--- config.mk ---
export PLATFORM = sky130hd
export DESIGN_NAME = adc_row_readout
export DESIGN_NICKNAME = d
export VERILOG_FILES = /design/src/rtl/adc_row_readout.sv
export SDC_FILE = /design/constraint.sdc
export NUM_CORES = 1
export LEC_CHECK = 0
export BUFFER_PORTS_ARGS = -buffer_cell sky130_fd_sc_hd__buf_2
export CAP_MARGIN = 20
export CORE_ASPECT_RATIO = 1.4
export CORE_MARGIN = 5
export CORE_UTILIZATION = 62
export DETAILED_ROUTE_END_ITERATION = 8
export PLACE_DENSITY_LB_ADDON = 0.1
export SETUP_SLACK_MARGIN = 0.1
export SYNTH_ARGS = -nofsm -noshare
export SYNTH_HDL_FRONTEND = slang
export SYNTH_SLANG_ARGS = --single-unit
export TNS_END_PERCENT = 1
--- constraint.sdc ---
create_clock -name clk -period 3.9 [get_ports clk]
set_clock_uncertainty 0.05 [all_clocks]
set_input_delay 0.195 -clock clk [delete_from_list [all_inputs] [get_ports clk]]
set_output_delay 0.195 -clock clk [all_outputs]
set_load 0.02 [all_outputs]
--- src/rtl/adc_row_readout.sv ---
// Serial-ADC row readout: each enabled row_select rising edge runs SAMPLES_PER_ROW conversions into a FWFT FIFO.
// Latency: a word lands in the FIFO CONV_CYCLES + 2*SCLK_DIV*ADC_BITS + 1 cycles after its conversion starts.
// Backpressure: none toward the ADC; a result is dropped and the sticky overflow flag is set when the FIFO is full at push time.
module adc_row_readout #(
    parameter int ADC_BITS        = 12,
    parameter int SAMPLES_PER_ROW = 4,
    parameter int SCLK_DIV        = 2,
    parameter int CONV_CYCLES     = 20,
    parameter int FIFO_DEPTH      = 16
) (
    input  logic                          clk,
    input  logic                          reset,
    input  logic                          row_select,
    input  logic                          enable,
    output logic                          adc_cs_n,
    output logic                          adc_sclk,
    input  logic                          adc_sdo,
    input  logic                          rd_en,
    output logic [15:0]                   rd_data,
    output logic                          empty,
    output logic                          full,
    output logic [$clog2(FIFO_DEPTH):0]   count,
    output logic                          overflow,
    output logic                          busy
);

    localparam int AW = $clog2(FIFO_DEPTH);
    localparam int CW = 16;
    localparam int HW = 5;

    typedef enum logic [2:0] {
        IDLE  = 3'd0,
        CONV  = 3'd1,
        SHIFT = 3'd2,
        PUSH  = 3'd3,
        GAP   = 3'd4
    } state_t;

    state_t                state_q;
    logic                  row_prev_q;
    logic                  start;
    logic [CW-1:0]         cnt_q;
    logic [HW-1:0]         half_q;
    logic [3:0]            idx_q;
    logic [ADC_BITS-1:0]   sreg_q;
    logic                  cs_n_q;
    logic                  sclk_q;
    logic                  busy_q;

    logic [15:0]           mem_q [FIFO_DEPTH];
    logic [AW-1:0]         wr_ptr_q;
    logic [AW-1:0]         rd_ptr_q;
    logic [AW:0]           count_q;
    logic                  ovf_q;
    logic                  push_req;
    logic                  pop;
    logic                  full_w;
    logic                  do_push;
    logic [15:0]           wr_word;

    // Rising-edge detect on row_select; edges seen while disabled never start a burst.
    always_ff @(posedge clk) begin
        if (reset) row_prev_q <= 1'b0;
        else       row_prev_q <= row_select;
    end

    assign start = row_select & ~row_prev_q & enable;

    // Conversion sequencer: cs/sclk/busy are registered alongside the state so outputs are glitch-free.
    always_ff @(posedge clk) begin
        if (reset) begin
            state_q <= IDLE;
            cnt_q   <= '0;
            half_q  <= '0;
            idx_q   <= '0;
            sreg_q  <= '0;
            cs_n_q  <= 1'b1;
            sclk_q  <= 1'b1;
            busy_q  <= 1'b0;
        end else begin
            case (state_q)
                IDLE: begin
                    if (start) begin
                        idx_q   <= '0;
                        cnt_q   <= '0;
                        cs_n_q  <= 1'b0;
                        busy_q  <= 1'b1;
                        state_q <= CONV;
                    end
                end
                CONV: begin
                    if (cnt_q == CW'(CONV_CYCLES - 1)) begin
                        cnt_q   <= '0;
                        half_q  <= '0;
                        sclk_q  <= 1'b0;
                        state_q <= SHIFT;
                    end else begin
                        cnt_q <= cnt_q + CW'(1);
                    end
                end
                SHIFT: begin
                    if (cnt_q == CW'(SCLK_DIV - 1)) begin
                        cnt_q <= '0;
                        // The last half-period is the high phase after the final rising edge, so sclk exits high.
                        if (half_q == HW'(2 * ADC_BITS - 1)) begin
                            cs_n_q  <= 1'b1;
                            state_q <= PUSH;
                        end else begin
                            half_q <= half_q + HW'(1);
                            sclk_q <= ~sclk_q;
                            if (!sclk_q) sreg_q <= {sreg_q[ADC_BITS-2:0], adc_sdo};
                        end
                    end else begin
                        cnt_q <= cnt_q + CW'(1);
                    end
                end
                PUSH: begin
                    if (idx_q == 4'(SAMPLES_PER_ROW - 1)) begin
                        busy_q  <= 1'b0;
                        state_q <= IDLE;
                    end else begin
                        idx_q   <= idx_q + 4'd1;
                        cnt_q   <= '0;
                        state_q <= GAP;
                    end
                end
                GAP: begin
                    if (cnt_q == CW'(1)) begin
                        cnt_q   <= '0;
                        cs_n_q  <= 1'b0;
                        state_q <= CONV;
                    end else begin
                        cnt_q <= cnt_q + CW'(1);
                    end
                end
                default: begin
                    state_q <= IDLE;
                    cs_n_q  <= 1'b1;
                    sclk_q  <= 1'b1;
                    busy_q  <= 1'b0;
                end
            endcase
        end
    end

    assign push_req = (state_q == PUSH);
    assign pop      = rd_en && (count_q != '0);
    assign full_w   = (count_q == (AW+1)'(FIFO_DEPTH));
    // A pop in the same cycle frees the slot, so a full FIFO still accepts the word.
    assign do_push  = push_req && (!full_w || pop);
    assign wr_word  = {idx_q, 12'(sreg_q)};

    // FIFO storage; contents need no reset because rd_data is masked while empty.
    always_ff @(posedge clk) begin
        if (do_push) mem_q[wr_ptr_q] <= wr_word;
    end

    // FIFO pointers, occupancy and sticky overflow.
    always_ff @(posedge clk) begin
        if (reset) begin
            wr_ptr_q <= '0;
            rd_ptr_q <= '0;
            count_q  <= '0;
            ovf_q    <= 1'b0;
        end else begin
            if (do_push) wr_ptr_q <= wr_ptr_q + AW'(1);
            if (pop)     rd_ptr_q <= rd_ptr_q + AW'(1);
            case ({do_push, pop})
                2'b10:   count_q <= count_q + (AW+1)'(1);
                2'b01:   count_q <= count_q - (AW+1)'(1);
                default: count_q <= count_q;
            endcase
            if (push_req && full_w && !pop) ovf_q <= 1'b1;
        end
    end

    assign adc_cs_n = cs_n_q;
    assign adc_sclk = sclk_q;
    assign busy     = busy_q;
    assign empty    = (count_q == '0);
    assign full     = full_w;
    assign count    = count_q;
    assign overflow = ovf_q;
    assign rd_data  = empty ? 16'h0000 : mem_q[rd_ptr_q];

endmodule
==> reports/qor.yml, run 1 <==
outcome:
  status: "finished, final reports clean"
timing:
  tightest_slew_ns: 0.9586
  timing.fmax_mhz: 306.5
  finalCriticalPeriod_ns: 3.262
  setup_viol: 0
  max_slew_margin_pct: 36.00
  rsz0062_at_grt: "no"
  setup_slack_ns: 0.6377
  fin_tns_setup_ns: 0
  period_share_pct: 83.65
  slew_viol_final: 0
  hold_viol_final: 0
power:
  leakagePower_nw: 4.702
  p_per_area_nw_per_um2: 550.2
  peakVddDrop_v: 0.0003700
floorplan:
  die_w_um: 132.1
  start_util_pct: 62.91
  ios: 33
  chipHeight_um: 180.9
  fp.dieArea_um2: 23890
  rows: 62
  core-area_um2: 20560
worst_setup_path:
  crit_type: "flip-flop to output port"
  arrival_ns: 3.02
  required_ns: 3.65
  end_kind: "output port"
  start_kind: "flip-flop"
  cp_max_fo: 25
synth:
  synth_flop_cell: "edfxtp_1"
  yosys.cell_types.count: 67
  yosysWarnings: 0
  postSynthAreaPerCell_um2: 16.88
  ys_ff_latch: 318
  synth_cells: 766
  synth_area_um2: 12930
  synth-async-reset-ratio_pct: 0
  synth-edff-count: 256
  seq_area_frac_synth_pct: 69.04
  synth_nets: 783
global_route:
  grt_pass1_vias: 7154
  grt_max_degree: 53
  groute.usage.overall_pct: 22.29
  grt_pass1_wl_um: 41300
  antenna_found_initial: 0
  overflow: 0
cells_and_area:
  layout_common_cells: "edfxtp_1, mux4_2, dfxtp_1"
  final_common_cell: "edfxtp_1"
  utilization_pct: 70.05
  final_layout_size_suffix_gt1_share_pct: 24.91
  syn_to_final_growth_pct: 11.36
  final_nets: 830
  diodes: 0
clock_tree:
  numCtsBuffers: 28
  clock_path_buffers: 3
  worstSkewPairLatency_ns: 0.53
  cts-root-buf: "clkbuf_16"
  htree_levels: 1
  cts_tree: "yes"
  path_clk_slew_ns: 0.06
  clock_sinks: 318
place:
  place.gp.congestion: 0.8371
  place_hpwl_um: 17250
  portBuffers: 32
  dp_slack_ns: 1.040
routing:
  wire_per_inst_um: 24.27
  antenna_left: 0
  dr.pass1.iters: 5
  drt-initial-drc-count: 470
  num_vias: 6884
  wirelength_um: 26480
  drcViolationCount: 0
  vias_per_cell: 6.310
min_path:
  min_path_type: "primary input to flip-flop"
job:
  max_cap_viol_count: 0
[per-stage QoR]
step / power [mW] / hold slack, ns / std cells / cell area [um2]
3_3_place_gp: 5.196 / 0.3762 / 1037 / 13440
4_1_cts: 7.997 / 0.05523 / 1091 / 14400
6_report: 7.923 / 0.08216 / 1091 / 14400
5_1_grt: 8.223 / 0.1053 / 1091 / 14400
2_1_floorplan: 4.805 / 0.2732 / 766 / 12930
3_5_place_dp: 5.217 / 0.3822 / 1037 / 13440
[flip-flops by register name, summed over array words and instances (netlist names), 3 cells and up, named ones only]
| name | flops |
|---|---|
| wr_ptr_q | 4 |
| idx_q | 4 |
| sreg_q | 12 |
| half_q | 5 |
| count | 5 |
| cnt_q | 16 |
| mem_q | 256 |
| rd_ptr_q | 4 |
| state_q | 3 |
[kinds of logic (layout without fill, tap and decap cells)]
logic type | after synthesis | in the layout | synth area share (%)
flip-flops | 318 | 318 | 69.04
buffers and inverters | 51 | 120 | 1.800
multiplexers | 87 | 87 | 14.48
XOR/XNOR | 21 | 21 | 1.422
adder cells (fa/ha/maj) | 12 | 12 | 1.151
AND/OR/NAND/NOR | 211 | 211 | 8.679
AO/OA/AOI/OAI | 66 | 66 | 3.425
[cell usage after synthesis, drive strengths merged, types with 2 or more instances]
library cell | instances | share of area, %
a2111oi | 2 | 0.14
or3 | 6 | 0.33
o21a | 3 | 0.17
and4 | 3 | 0.20
buf | 24 | 1.0
mux2i | 6 | 0.46
nand3b | 7 | 0.41
nor2b | 20 | 0.97
a21oi | 24 | 0.93
nand4 | 11 | 0.58
nand3 | 14 | 0.54
and3 | 4 | 0.19
nor4 | 5 | 0.39
edfxtp | 256 | 59
or2 | 5 | 0.24
or3b | 2 | 0.15
mux4 | 80 | 14
xnor2 | 4 | 0.27
and2 | 6 | 0.29
nor2 | 57 | 1.7
a31oi | 14 | 0.73
a221oi | 2 | 0.18
inv | 10 | 0.29
ha | 11 | 1.1
dfxtp | 62 | 9.6
clkbuf | 16 | 0.46
o21ai | 9 | 0.44
nand2b | 6 | 0.29
xor2 | 17 | 1.2
nor3 | 13 | 0.54
nand2 | 45 | 1.3
[metal layers]
metal  track usage, %  wire length, um  vias up
met2            40.38            14260      223
li1                 -                -     3088
met3            2.894             1316       44
met4            6.669              754        0
met5                0                0        -
met1            28.07            10150     3529
[layout make-up]
cell class,instances,area [um2]
Fill cell,1279,6156
Timing Repair Buffer,57,365.4
Tap cell,256,320.3
Sequential cell,318,8934
Clock inverter,13,143.9
Inverter,11,41.29
Multi-Input combinational cell,397,3801
Clock buffer,39,795.8
[report_power, final]
group	switching, mW	internal [mW]	leakage, nW
sequential	0.0927	3.65	2.88
combinational	0.750	0.625	1.35
clock	1.17	1.63	0.464
total	2.02	5.91	4.70
[critical path, stage by stage (launching register included)]
cell and delay [ns]:
dfxtp_2 0.81, buf_4 0.46, mux4_2 0.40, mux4_2 0.49
nor2b_1 0.15, buf_2 0.16
[final timing paths]
check                              from                    end  slack, ns  cells past startpoint
setup / recovery              flip-flop             rd_data[2]       0.64                      5
hold / removal                    rd_en  overflow$_SDFFE_PP0P_       0.08                      4
setup reg to reg  count[0]$_SDFFE_PP0P_  count[4]$_SDFFE_PP0P_       1.00                      9
hold reg to reg   overflow$_SDFFE_PP0P_  overflow$_SDFFE_PP0P_       0.42                      2
[timing repair]
action                                  4_1_cts  5_1_grt
hold buffers                                  2        0
endpoints found under the setup margin        0        0
hold endpoints to repair                      2        0
gates resized for setup                       0        0
setup buffers                                 0        0
(Power assumes the default switching activity.)
==> run 2, diff against run 1 <==
==> constraint.sdc (replaced) <==
create_clock -name clk -period 3.1 [get_ports clk]
set_clock_uncertainty 0.05 [all_clocks]
set_input_delay 0.155 -clock clk [delete_from_list [all_inputs] [get_ports clk]]
set_output_delay 0.155 -clock clk [all_outputs]
set_load 0.02 [all_outputs]
==> run 2 against run 1 <==
Combinational power rose by 27%; clock power rose by 31%; largest power group unchanged; final area rose by 1.9%; die area did not move.
==> reports/qor.yml, run 2 (synthesis gave the netlist of run 1 again) <==
timing:
  timing.fmax_mhz: 348.5
  rsz0062_at_grt: "yes"
  fin_tns_setup_ns: 0  # unchanged
  finalCriticalPeriod_ns: 2.870
  hold_viol_final: 0  # unchanged
  setup_viol: 0  # unchanged
  period_share_pct: 92.57
  max_slew_margin_pct: 51.14  # +15 points
  slew_viol_final: 0  # unchanged
  tightest_slew_ns: 0.7330  # -0.2257 ns
routing:
  dr.pass1.iters: 5  # unchanged
  num_vias: 6988  # +1.5%
  drcViolationCount: 0  # unchanged
  drt-initial-drc-count: 559  # +19%
  wirelength_um: 26440  # -0.12%
  vias_per_cell: 6.267  # -0.67%
  antenna_left: 0  # unchanged
  wire_per_inst_um: 23.72  # -2.3%
floorplan:
  ios: 33  # unchanged
  die_w_um: 132.1  # unchanged
  core-area_um2: 20560  # unchanged
  chipHeight_um: 180.9  # unchanged
  fp.dieArea_um2: 23890  # unchanged
  start_util_pct: 62.91  # unchanged
  rows: 62  # unchanged
global_route:
  groute.usage.overall_pct: 22.41  # +0.12 points
  grt_pass1_vias: 7230  # +1.1%
  grt_pass1_wl_um: 41720  # +1.0%
  overflow: 0  # unchanged
  top_usage_layer: "met2"
  antenna_found_initial: 0  # unchanged
  use_met2_pct: 41.89  # +1.5 points
  gr-usage-met3_pct: 2.337  # -0.56 points
  grt_max_degree: 65  # +23%
  grtUsageMet1_pct: 28.02  # -0.051 points
cells_and_area:
  largest_reg_flops: 256  # unchanged
  final_nets: 854  # +2.9%
  reg_top3: "mem_q (256), cnt_q (16), sreg_q (12)"
  syn_to_final_growth_pct: 13.45
  top_register: "mem_q"
  diodes: 0  # unchanged
  final_layout_size_suffix_gt1_share_pct: 27.47  # +2.6 points
  nFillCells: 1294  # +1.2%
  final_area_um2: 14670  # +1.9%
  layout_common_cells: "edfxtp_1, mux4_2, dfxtp_1"
  final_common_cell: "edfxtp_1"
clock_tree:
  worstSkewPairLatency_ns: 0.53  # about the same
  cts-root-buf: "clkbuf_16"
  htree_levels: 1  # unchanged
  path_clk_slew_ns: 0.07  # about the same
  cts_tree: "yes"
  numCtsBuffers: 29  # +3.6%
  clock_path_buffers: 3  # unchanged
  clock_sinks: 318  # unchanged
worst_setup_path:
  end_kind: "flip-flop"
  start_kind: "flip-flop"
  cp_slowest_cell: "or4_4"
  cp_max_fo: 8  # -68%
  required_ns: 3.47  # -0.18 ns
  crit_type: "flip-flop to flip-flop"
  arrival_ns: 3.24  # +0.22 ns
  cpMostUsedCell: "nor2_1"
  path_cells: "or4_4 -> o21ai_4 -> nor2_1 -> xor2_1 -> ha_1 -> a31oi_1 -> nor2_1 -> a311oi_2 -> mux2_1"
  critPathMaxStageDelay_ns: 0.59  # -0.22 ns
power:
  p_per_area_nw_per_um2: 687.5  # +25%
  leakagePower_nw: 4.861  # +3.4%
  peakVddDrop_v: 0.0004718  # +28%
job:
  max_cap_viol_count: 0  # unchanged
place:
  portBuffers: 32  # unchanged
  place_hpwl_um: 16630  # -3.6%
  place.gp.congestion: 0.9158  # +9.4%
  post_dp_cell_area_um2: 13640  # +1.5%
outcome:
  status: "finished, final reports clean"
min_path:
  min_path_type: "primary input to flip-flop"
[run 2: path summary, 6_finish.rpt]
kind                               from               endpoint  slack (ns)  cells past startpoint
setup / recovery  count[1]$_SDFFE_PP0P_  count[4]$_SDFFE_PP0P_        0.23                      9
hold / removal                    reset  adc_cs_n$_SDFFE_PP1P_        0.02                      3
setup reg to reg  count[1]$_SDFFE_PP0P_  count[4]$_SDFFE_PP0P_        0.23                      9
hold reg to reg   overflow$_SDFFE_PP0P_  overflow$_SDFFE_PP0P_        0.43                      2
[run 2: area by class of cell]
type | instances | area [um2] | area share (%)
sequential | 318 | 8934 | 60.89
multi-input combinational | 397 | 3807 | 25.95
clock buffer | 40 | 849.6 | 5.791
timing repair buffer | 80 | 566.8 | 3.863
tap | 256 | 320.3 | 2.183
clock inverter | 13 | 152.6 | 1.040
inverter | 11 | 41.29 | 0.2814
[run 2: metal layers]
metal | wire (um) | vias to the layer above
met5 | 0 | -
met4 | 573 | 0
met3 | 1049 | 44
met2 | 14950 | 188
met1 | 9874 | 3607
li1 | - | 3149
[run 2: power breakdown]
part	leakage (nW)	total, mW	internal (mW)	switching (mW)
Clock	0.491	3.66	2.17	1.49
Sequential	2.88	4.68	4.60	0.0890
Combinational	1.48	1.74	0.813	0.929
[run 2: metrics by stage]
stage	util (%)	setup WS [ns]	hold WS, ns	instances	power, mW
2_1_floorplan	-	0.1414	0.2332	766	6.045
3_3_place_gp	66.35	0.3412	0.3382	1060	6.497
3_5_place_dp	66.35	0.2442	0.3433	1060	6.520
4_1_cts	71.32	0.1391	0.005326	1115	10.17
5_1_grt	71.37	0.09558	0.02834	1115	10.49
6_report	71.37	0.2303	0.02251	1115	10.09
[run 2: worst max-delay path, delay by kind of cell, from the launching register on]
family                     cells  cell delay, ns
AOI/OAI and AO/OA              3            0.78
xor gates and xnor gates       1            0.15
adders and majority gates      1            0.25
DFF                            1            0.39
muxes                          1            0.34
and+or+nand+nor                3            0.78
[run 2: repair_timing]
item,in CTS,in global routing
buffers inserted,0,0
hold buffers,2,0
setup endpoints to repair,0,4
hold endpoints to repair,2,0
gates resized for setup,0,2
